`config.mk`:
```
export PLATFORM = sky130hd
export DESIGN_NAME = fetch_queue
export DESIGN_NICKNAME = d
export VERILOG_FILES = /design/src/rtl/fetch_queue.sv
export SDC_FILE = /design/constraint.sdc
export NUM_CORES = 1
export LEC_CHECK = 0
export ABC_AREA = 1
export CELL_PAD_IN_SITES_DETAIL_PLACEMENT = 2
export CELL_PAD_IN_SITES_GLOBAL_PLACEMENT = 2
export CORE_ASPECT_RATIO = 1.75
export CORE_MARGIN = 4
export CORE_UTILIZATION = 41
export DETAILED_ROUTE_END_ITERATION = 7
export PLACE_DENSITY = 0.92
export SLEW_MARGIN = 25
export SYNTH_ARGS = -nofsm -noshare
export SYNTH_HDL_FRONTEND = slang
export SYNTH_SLANG_ARGS = --single-unit
```
`constraint.sdc`:
```
create_clock -name clk -period 6.04 [get_ports clk]
set_clock_uncertainty 0.05 [all_clocks]
set_input_delay 1.208 -clock clk [delete_from_list [all_inputs] [get_ports clk]]
set_output_delay 1.208 -clock clk [all_outputs]
set_load 0.005 [all_outputs]
```
`src/rtl/fetch_queue.sv`:
```
// Instruction fetch stage: issues word addresses to a synchronous-read RAM,
// captures the returning words in a small prefetch FIFO, and presents them
// with their PC to decode.
//
// Handshake: instr_valid/instr_ready follow strict valid/ready semantics.
// A transfer happens on a rising edge where both are high. While instr_valid
// is high and instr_ready is low, instr and instr_pc stay stable. instr_valid
// never depends on instr_ready. A redirect gates instr_valid low, so no
// transfer happens in a redirect cycle.
module fetch_queue #(
  parameter int ADDR_W   = 6,
  parameter int DATA_W   = 32,
  parameter int DEPTH    = 4,
  parameter int RESET_PC = 0
) (
  input  logic              clk,
  input  logic              rst_n,
  output logic [ADDR_W-1:0] imem_addr,
  output logic              imem_en,
  input  logic [DATA_W-1:0] imem_data,
  input  logic              redirect,
  input  logic [ADDR_W-1:0] redirect_pc,
  output logic              instr_valid,
  input  logic              instr_ready,
  output logic [DATA_W-1:0] instr,
  output logic [ADDR_W-1:0] instr_pc,
  output logic [$clog2(DEPTH):0] level
);

  localparam int PTR_W = $clog2(DEPTH);
  localparam int LVL_W = PTR_W + 1;
  localparam logic [ADDR_W-1:0] RESET_PC_L = ADDR_W'(RESET_PC);
  localparam logic [LVL_W:0]    DEPTH_L    = (LVL_W+1)'(DEPTH);

  logic [ADDR_W-1:0] fetch_pc_q, fetch_pc_d;
  logic [ADDR_W-1:0] inflight_pc_q, inflight_pc_d;
  logic              inflight_q, inflight_d;
  logic [PTR_W-1:0]  head_q, head_d;
  logic [PTR_W-1:0]  tail_q, tail_d;
  logic [LVL_W-1:0]  level_q, level_d;

  // FIFO storage is deliberately not reset; the head is only observed while valid.
  logic [DATA_W-1:0] data_mem_q [DEPTH];
  logic [ADDR_W-1:0] pc_mem_q   [DEPTH];

  logic [LVL_W:0] occupancy;
  logic           issue;
  logic           wr_en;
  logic           pop;

  // Issue/accept decisions. Counting the in-flight read against the depth
  // guarantees the returning word always finds a free slot.
  always_comb begin
    occupancy   = {1'b0, level_q} + (LVL_W+1)'(inflight_q);
    issue       = rst_n & ~redirect & (occupancy < DEPTH_L);
    wr_en       = inflight_q & ~redirect;
    instr_valid = (level_q != '0) & ~redirect;
    pop         = instr_valid & instr_ready;
  end

  // Next-state: redirect flushes everything and reloads the fetch PC.
  always_comb begin
    fetch_pc_d    = fetch_pc_q;
    inflight_pc_d = inflight_pc_q;
    inflight_d    = inflight_q;
    head_d        = head_q;
    tail_d        = tail_q;
    level_d       = level_q;
    if (redirect) begin
      fetch_pc_d = redirect_pc;
      inflight_d = 1'b0;
      head_d     = '0;
      tail_d     = '0;
      level_d    = '0;
    end else begin
      inflight_d = issue;
      if (issue) begin
        inflight_pc_d = fetch_pc_q;
        fetch_pc_d    = fetch_pc_q + 1'b1;
      end
      if (wr_en) tail_d = tail_q + 1'b1;
      if (pop)   head_d = head_q + 1'b1;
      case ({wr_en, pop})
        2'b10:   level_d = level_q + 1'b1;
        2'b01:   level_d = level_q - 1'b1;
        default: level_d = level_q;
      endcase
    end
  end

  // Control state registers.
  always_ff @(posedge clk or negedge rst_n) begin
    if (!rst_n) begin
      fetch_pc_q    <= RESET_PC_L;
      inflight_pc_q <= '0;
      inflight_q    <= 1'b0;
      head_q        <= '0;
      tail_q        <= '0;
      level_q       <= '0;
    end else begin
      fetch_pc_q    <= fetch_pc_d;
      inflight_pc_q <= inflight_pc_d;
      inflight_q    <= inflight_d;
      head_q        <= head_d;
      tail_q        <= tail_d;
      level_q       <= level_d;
    end
  end

  // FIFO write of the returning RAM word tagged with the PC it was fetched from.
  always_ff @(posedge clk) begin
    if (wr_en) begin
      data_mem_q[tail_q] <= imem_data;
      pc_mem_q[tail_q]   <= inflight_pc_q;
    end
  end

  // Output mapping.
  always_comb begin
    imem_addr = fetch_pc_q;
    imem_en   = issue;
    instr     = data_mem_q[head_q];
    instr_pc  = pc_mem_q[head_q];
    level     = level_q;
  end

endmodule

```
==> results.yml, run 1 <==
synth:
  yosys.area.top_type_share_pct: 68.2
  netlist_area_sq_um: 6700
  synth_mux_area_share_pct: 0
  ys.flop_type: "edfxtp_1"
  synthTopCellsByArea: "edfxtp_1, dfrtp_1, o21ai_0"
  avgSynthCellArea_sq_um: 13.5
  synthMostInstantiatedCell: "edfxtp_1"
  synth_top_area_cell: "edfxtp_1"
  synthAdderAreaFrac_pct: 1.23
  yosys.cell_types.count: 31
  synth-compound-area-share_pct: 11.2
  synth_warnings: 0
  syn_inst: 496
  async_flop_share_pct: 11.6
  synth_xor_area_share_pct: 0.392
  synth_common_cells: "edfxtp_1, nor2_1, o21ai_0"
  yosysSeqAreaShare_pct: 75.6
  synth_edf_count: 152
  yosys.area_share.simple_pct: 8.24
  synth-seq-cells: 172
  synth_top_family_by_area: "compound AO/OA/AOI/OAI gates"
  synth_fp_nets: 544
sta:
  setup_viol: 0
  rsz0062_at_grt: "false"
  finalMaxSlewViolations: 0
  fmax_mhz: 218
  relSlewSlack_pct: 44.3
  finalWorstPathRequiredPeriod_ns: 4.58
  hold_viol_final: 0
  worst_pin_slew_ns: 0.835
  post-route-period-util_pct: 75.8
  setup_tns_ns: 0
clock_network:
  cts_tree: "yes"
  worst_skew_pair.late_latency_ns: 0.42
  post-cts-setup-buffers: 0
  htreeDepth: 4
  cts-root-buf: "clkbuf_16"
  clockBufferDepth: 2
  cts_resized: 0
  path_clk_slew_ns: 0.07
  ctsHoldBuffers: 0
  cts_sinks: 172
  cts_buffers: 17
final_layout:
  fin_nets: 635
  postLayoutCoreUtil_pct: 52.5
  fin_cells: 789
  multi_input_area_sq_um: 1440
  drive_gt1_share_pct: 10.0
  antennaDiodeCount: 0
  area_growth_pct: 25.1
  n_fill_cell: 1478
  ff_latch_area_sq_um: 5070
pwr:
  vdd_ir_drop_max_mv: 0.208
  leakagePower_uw: 0.00291
  finalPower_uw: 3470
  p_per_area_nw_per_um2: 414
critical_path:
  cpMostUsedCell: "buf_4"
  max_stage_delay_ns: 0.58
  crit_type: "reg -> out"
  worstPathCellList: "buf_4 > inv_2 > buf_4 > o21ai_0 > o22ai_1 > clkdlybuf4s50_1"
  cp_slowest_cell: "clkdlybuf4s50_1"
  cp.required_ns: 4.78
  start_kind: "flop"
  cp-end-kind: "output pin"
  path_buf_inv: 4
  arrival_ns: 3.32
  crit_family: "buffers and inverters"
  path_max_fanout: 80
floorplanning:
  initial_core_util_pct: 42.0
  core_area_sq_um: 16000
  die_y_um: 177
  dieArea_sq_um: 18500
  io_pins: 91
  row_count: 61
  die_w_um: 105
place:
  gp_congestion: 0.784
  port_buffers: 90
  hpwlAfterDp_um: 11700
  dp.cells: 757
worst_hold_path:
  hp-class: "reg -> reg"
global_routing:
  grt.overflow.total: 0
  grt_pass1_wl_um: 30000
  grtUsageTotal_pct: 21.3
  grt_max_degree: 81
  antenna_found_initial: 0
  first_global_vias: 5064
drt:
  drt_iter0_markers: 224
  viasPerCell: 5.58
  postRouteAntennaNets: 0
  routed_wl_um: 19100
  drc: 0
  first_pass_iters: 4
  num_vias: 4401
  routedWlPerCell_um: 24.2
flow_run:
  maxCapViolCount: 0
run_status:
  outcome: "completed"
[metal layers]
layer / vias up / share of wire (%) / global-route usage (%)
met5: - / 0 / 0
met1: 2277 / 38 / 24.4
met4: 0 / 1.2 / 5.69
met2: 110 / 56 / 39.9
li1: 1996 / - / -
met3: 18 / 4.4 / 4.75
[state kept, by name, indices dropped and copies added, names as in the netlist]
signal         flops
head_q             2
inflight_pc_q      6
level              3
imem_addr          6
tail_q             2
data_mem_q       128
inflight_q         1
pc_mem_q          24
[final cells by class]
class / instances / area share (%)
Tap cell: 189 / 2.82
Clock buffer: 18 / 5.24
Sequential cell: 172 / 60.5
Timing Repair Buffer: 99 / 11.6
Clock inverter: 14 / 1.81
Inverter: 21 / 0.941
Multi-Input combinational cell: 276 / 17.2
[cells in the final DEF, fill, tap and decap left out, drive strengths merged]
master / count
a21oi: 2
a31oi: 1
buf: 9
clkbuf: 18
clkdlybuf4s50: 90
clkinv: 5
clkinvlp: 3
dfrtp: 20
edfxtp: 152
fa: 1
ha: 5
inv: 27
nand2: 36
nand3: 9
nand3b: 1
nand4: 1
nor2: 85
o211ai: 4
o21ai: 88
o221ai: 1
o22ai: 38
o31ai: 1
xnor2: 2
xor2: 1
[logic make-up (layout without fill, tap and decap cells)]
family	Yosys count	in the layout
AOI/OAI and AO/OA	135	135
xor gates and xnor gates	3	3
adders and majority gates	6	6
buffers and inverters	48	152
DFF	172	172
and+or+nand+nor	132	132
[path summary, 6_finish.rpt]
check                           slack (ns)             end  cells after the start              from
worst min register to register        0.49  pc_mem_q[3][3]                      0  inflight_pc_q[3]
worst max-delay path                  1.46     instr_pc[2]                      6         head_q[0]
worst max register to register        4.00       head_q[1]                      3         head_q[0]
worst min-delay path                  0.49  pc_mem_q[3][3]                      0  inflight_pc_q[3]
min in group asynchronous             1.12    imem_addr[5]                      2             rst_n
max in group asynchronous             4.55       head_q[0]                      2             rst_n
[where the power goes]
| part | internal, uW | total, uW | switching [uW] |
|---|---|---|---|
| Clock | 563 | 1080 | 514 |
| Combinational | 414 | 927 | 513 |
| Sequential | 1390 | 1460 | 73.3 |
| Total | 2370 | 3470 | 1100 |
[stage by stage]
step	setup WS, ns	cell area [sq um]	hold slack [ns]
floorplan	2.52	6700	0.426
global placement	1.69	7790	0.443
detailed placement	1.63	7790	0.478
CTS	1.41	8380	0.494
global route	1.23	8380	0.524
finish	1.46	8380	0.491
No activity file was read; power rests on OpenSTA's default activity.
==> run 2, diff against run 1 <==
--- a/config.mk
+++ b/config.mk
@@ -10,9 +10,9 @@
 export CELL_PAD_IN_SITES_GLOBAL_PLACEMENT = 2
 export CORE_ASPECT_RATIO = 1.75
 export CORE_MARGIN = 4
-export CORE_UTILIZATION = 41
+export CORE_UTILIZATION = 34
 export DETAILED_ROUTE_END_ITERATION = 7
-export PLACE_DENSITY = 0.92
+export PLACE_DENSITY = 0.82
 export SLEW_MARGIN = 25
 export SYNTH_ARGS = -nofsm -noshare
 export SYNTH_HDL_FRONTEND = slang
==> constraint.sdc (replaced) <==
create_clock -name clk -period 4.02 [get_ports clk]
set_clock_uncertainty 0.05 [all_clocks]
set_input_delay 0.804 -clock clk [delete_from_list [all_inputs] [get_ports clk]]
set_output_delay 0.804 -clock clk [all_outputs]
set_load 0.005 [all_outputs]
==> run 2 against run 1 <==
Against the previous run: die area increased by 19%; final cell count increased by 7.0%; non-clock buffer count increased by 3; critical path depth decreased by 2; sequential power increased by 53%; sequential cell count unchanged; utilization decreased by 8.5 points; largest cell class unchanged.
==> results.yml, run 2 (same netlist as run 1, synthesis figures left out) <==
run_status:
  outcome: "completed"
global_routing:
  grt_max_degree: 51
  antenna_found_initial: 0
  first_global_vias: 4986
  grt.overflow.total: 0
  grt_pass1_wl_um: 28800
  grtUsageTotal_pct: 17.2
drt:
  first_pass_iters: 5
  drc: 0
  routedWlPerCell_um: 21.8
  postRouteAntennaNets: 0
  viasPerCell: 5.16
  drt_iter0_markers: 154
  num_vias: 4355
  routed_wl_um: 18400
final_layout:
  n_fill_cell: 1909
  fin_nets: 638
  antennaDiodeCount: 0
  drive_gt1_share_pct: 10.1
  area_growth_pct: 26.9
  final_cell_mix: "edfxtp_1, clkdlybuf4s50_1, o21ai_0"
  final_common_cell: "edfxtp_1"
  top_regs: "data_mem_q x128, pc_mem_q x24"
  largest_reg_flops: 128
  regMostFlops: "data_mem_q"
critical_path:
  cp.required_ns: 3.17
  cp_slowest_cell: "dfrtp_2"
  worstPathCellList: "buf_4 > o21ai_0 > o22ai_1 > clkdlybuf4s50_1"
  cp-end-kind: "output pin"
  start_kind: "flop"
  rr_startpoint: "level[0]"
  max_stage_delay_ns: 0.74
  crit_type: "reg -> out"
  path_max_fanout: 50
  arrival_ns: 2.87
  startpoint: "head_q[0]"
sta:
  post-route-period-util_pct: 92.7
  rsz0062_at_grt: "false"
  setup_tns_ns: 0
  fmax_mhz: 268
  hold_viol_final: 0
  finalWorstPathRequiredPeriod_ns: 3.73
  relSlewSlack_pct: 56.8
  fin_ws_ns: 0.295
  worst_pin_slew_ns: 0.647
  finalMaxSlewViolations: 0
  setup_viol: 0
place:
  dp_slack_ns: 0.745
  gp_congestion: 0.748
  hpwlAfterDp_um: 12100
  port_buffers: 90
clock_network:
  cts_sinks: 172
  cts-root-buf: "clkbuf_16"
  cts_tree: "yes"
  cts_resized: 0
  worst_skew_pair.late_latency_ns: 0.42
  cts_buffers: 17
  htreeDepth: 4
  post-cts-setup-buffers: 0
  ctsHoldBuffers: 0
  clockBufferDepth: 2
  path_clk_slew_ns: 0.07
floorplanning:
  core_area_sq_um: 19300
  io_pins: 91
  dieArea_sq_um: 22100
  die_w_um: 114
  initial_core_util_pct: 34.7
  row_count: 67
  die_y_um: 194
worst_hold_path:
  hp-class: "reg -> reg"
  hp-start: "inflight_pc_q[5]"
pwr:
  leakagePower_uw: 0.00295
  p_per_area_nw_per_um2: 611
  vdd_ir_drop_max_mv: 0.365
flow_run:
  maxCapViolCount: 0
run 2: cell types whose count changed in the layout (fill, tap and decap cells not counted), sizes merged:
cell	change
inv	+1
clkinv	-2
buf	+3
clkbuf	+4
clkinvlp	-3
run 2: critical path, delay by kind of cell (launching register included):
| kind | cells | cell delay, ns |
|---|---|---|
| buf+inv | 2 | 1.15 |
| flops | 1 | 0.74 |
| compound gates | 2 | 0.53 |
run 2: final timing paths:
kind / to / slack, ns / cells past startpoint
min: pc_mem_q[3][5] / 0.49 / 0
min reg2reg: pc_mem_q[3][5] / 0.49 / 0
min in group asynchronous: imem_addr[2] / 0.80 / 2
max: instr[22] / 0.29 / 4
max reg2reg: level[2] / 2.00 / 11
max in group asynchronous: head_q[0] / 2.89 / 2
run 2: final cells by class:
type,instances,area [sq um],share of cell area [%]
clock buffers,22,497,5.85
clock inverters,10,73.8,0.869
inverters,21,78.8,0.928
multi-input cells,276,1440,16.9
flip-flops and latches,172,5070,59.6
well taps,241,302,3.55
repair buffers,102,1040,12.3
run 2: per-layer routing:
metal / wire length, um / GRT usage [%]
met3: 677 / 4.18
met1: 6750 / 17.9
met5: 0 / 0
met2: 10700 / 33.1
met4: 270 / 5.15
run 2: metrics by stage:
step | instance area [sq um] | total power [uW] | utilization (%) | cells | hold slack [ns]
2_1_floorplan | 6700 | 2860 | - | 496 | 0.426
3_3_place_gp | 7930 | 3560 | 41.1 | 812 | 0.444
3_5_place_dp | 7930 | 3670 | 41.1 | 812 | 0.466
4_1_cts | 8500 | 5270 | 44.1 | 844 | 0.485
5_1_grt | 8500 | 5480 | 44.1 | 844 | 0.509
6_report | 8500 | 5190 | 44.1 | 844 | 0.489
run 2: power breakdown:
group,leakage (uW),switching [uW],internal (uW)
logic,0.00103,727,645
clock network,0.000287,694,890
registers,0.00163,144,2090
total,0.00295,1560,3630
==> run 3, diff against run 2 <==
==> constraint.sdc (replaced) <==
create_clock -name clk -period 4.02 [get_ports clk]
set_clock_uncertainty 0.05 [all_clocks]
set_input_delay 0.804 -clock clk [delete_from_list [all_inputs] [get_ports clk]]
set_output_delay 0.804 -clock clk [all_outputs]
set_load 0.05 [all_outputs]
==> run 3 against run 2 <==
Against the previous run: first-iteration DRC count is 16% higher; global-route usage increased by 0.27 points; non-clock buffer count fell by 2; combinational power up 54%; sequential share of layout area increased by 0.74 points; via count is 0.18% lower; largest power group unchanged; clock-buffer cell count unchanged; critical path depth rose by 1.
==> results.yml, run 3 (same netlist as run 1, synthesis figures left out) <==
run_status:
  outcome: "completed"
global_routing:
  grt_pass1_wl_um: 29300
  grtUsageTotal_pct: 17.5
  grt_max_degree: 58
  grt.overflow.total: 0
  antenna_found_initial: 0
  first_global_vias: 4981
worst_hold_path:
  min_path_cells: 0
  hp-start: "inflight_pc_q[5]"
  hold_end: "pc_mem_q[3][5]"
  hp-class: "reg -> reg"
drt:
  routed_wl_um: 18600
  viasPerCell: 5.16
  postRouteAntennaNets: 0
  drt_iter0_markers: 179
  routedWlPerCell_um: 22.1
  first_pass_iters: 4
  num_vias: 4347
  drc: 0
pwr:
  p_clk_share_pct: 26.3
  seq_power_share_pct: 38.0
  leakagePower_uw: 0.00297
  intPower_uw: 3570
  p_sw_share_pct: 39.6
  combPwrFrac_pct: 35.8
  vdd_ir_drop_max_mv: 0.290
  p_sw_uw: 2340
  p_per_area_nw_per_um2: 704
final_layout:
  drive_gt1_share_pct: 16.0
  fin_nets: 636
  regMostFlops: "data_mem_q"
  postLayoutCoreUtil_pct: 43.5
  final_cell_mix: "edfxtp_1, o21ai_0, nor2_1"
  antennaDiodeCount: 0
  final_common_cell: "edfxtp_1"
  top_regs: "data_mem_q x128, pc_mem_q x24"
  area_growth_pct: 25.3
  largest_reg_flops: 128
clock_network:
  cts_resized: 0
  post-cts-setup-buffers: 0
  path_clk_slew_ns: 0.07
  htreeDepth: 4
  cts-root-buf: "clkbuf_16"
  cts_buffers: 17
  cts_tree: "yes"
  ctsHoldBuffers: 0
  cts_sinks: 172
  worst_skew_pair.late_latency_ns: 0.43
  clockBufferDepth: 2
critical_path:
  cp_slowest_cell: "dfrtp_2"
  rr_startpoint: "level[0]"
  cp.required_ns: 3.17
  worstPathCellList: "inv_2 > buf_12 > o21ai_0 > o22ai_1 > buf_4"
  crit_type: "reg -> out"
  regToRegSetupSlack_ns: 2.04
  start_kind: "flop"
  path_max_fanout: 57
  rr_endpoint: "level[2]"
  arrival_ns: 2.58
  max_stage_delay_ns: 0.65
  cp-end-kind: "output pin"
  path_buf_inv: 3
  crit_family: "buffers and inverters"
  reg2reg_depth: 11
sta:
  setup_viol: 0
  post-route-period-util_pct: 85.3
  relSlewSlack_pct: 55.2
  setup_tns_ns: 0
  worst_pin_slew_ns: 0.671
  finalWorstPathRequiredPeriod_ns: 3.43
  rsz0062_at_grt: "false"
  hold_viol_final: 0
  finalMaxSlewViolations: 0
  fmax_mhz: 291
place:
  hpwlAfterDp_um: 11900
  port_buffers: 90
  gp_congestion: 0.740
floorplanning:
  io_pins: 91
  row_count: 67
  initial_core_util_pct: 34.7
  die_w_um: 114
  dieArea_sq_um: 22100
  core_area_sq_um: 19300
  die_y_um: 194
flow_run:
  maxCapViolCount: 0
-- run 3: cell count changes in the layout (fill, tap and decap cells not counted), moves of 2 or more --
cell             delta
clkdlybuf4s50_1    -39
buf_12              +3
clkinv_2            +2
clkbuf_16           -2
clkbuf_1            +2
buf_4              +34
inv_6               -2
-- run 3: how the worst max path moves through the flow --
| stage | cells after the start | endpoint | slack, ns | from |
|---|---|---|---|---|
| after detailed placement | 4 | instr_valid | 0.80 | redirect |
| after CTS | 5 | instr[19] | 0.58 | head_q[0] |
| after global placement | 4 | instr_valid | 0.79 | redirect |
| after floorplan | 3 | data_mem_q[0][0] | 0.90 | redirect |
| after global routing | 5 | instr[19] | 0.40 | head_q[0] |
| final | 5 | instr[19] | 0.59 | head_q[0] |
-- run 3: worst reg2reg max path: stages, from the launching register on --
cell and delay, ns:
dfrtp_1 0.47, nor2_1 0.19, nand2_2 0.10, nand3_2 0.13
nor2_2 0.06, fa_1 0.39, xnor2_1 0.20, inv_1 0.06
nand2_1 0.06, nand2_1 0.05, nand2_1 0.06, nand2_1 0.05
-- run 3: power groups by stage --
stage | clock, uW | sequential [uW] | combinational [uW]
global placement | 0 | 2260 | 2060
global route | 1670 | 2270 | 2250
detailed placement | 0 | 2280 | 2140
floorplan | 0 | 2280 | 1350
finish | 1550 | 2240 | 2110
CTS | 1590 | 2250 | 2150
-- run 3: final cells by class --
cell class | count | area (sq um)
timing repair buffer | 100 | 966
fill | 1947 | 10900
clock inverter | 10 | 87.6
sequential | 172 | 5070
clock buffer | 22 | 454
inverter | 21 | 78.8
tap | 241 | 302
multi-input combinational | 276 | 1440
-- run 3: stage by stage --
step	worst slack, ns	cell area, sq um	cells	power, uW	hold slack (ns)
after CTS	0.578	8390	842	5980	0.509
after global routing	0.402	8390	842	6190	0.518
after detailed placement	0.801	7850	810	4420	0.473
after global placement	0.790	7850	810	4320	0.439
final	0.589	8390	842	5910	0.510
after floorplan	0.904	6700	496	3630	0.426
-- run 3: layer usage --
metal,GRT usage (%),routed length (um),up-vias
met5,0,0,-
met1,19.0,7090,2264
met4,6.74,438,0
met3,4.15,624,18
met2,32.2,10500,71
li1,-,-,1994
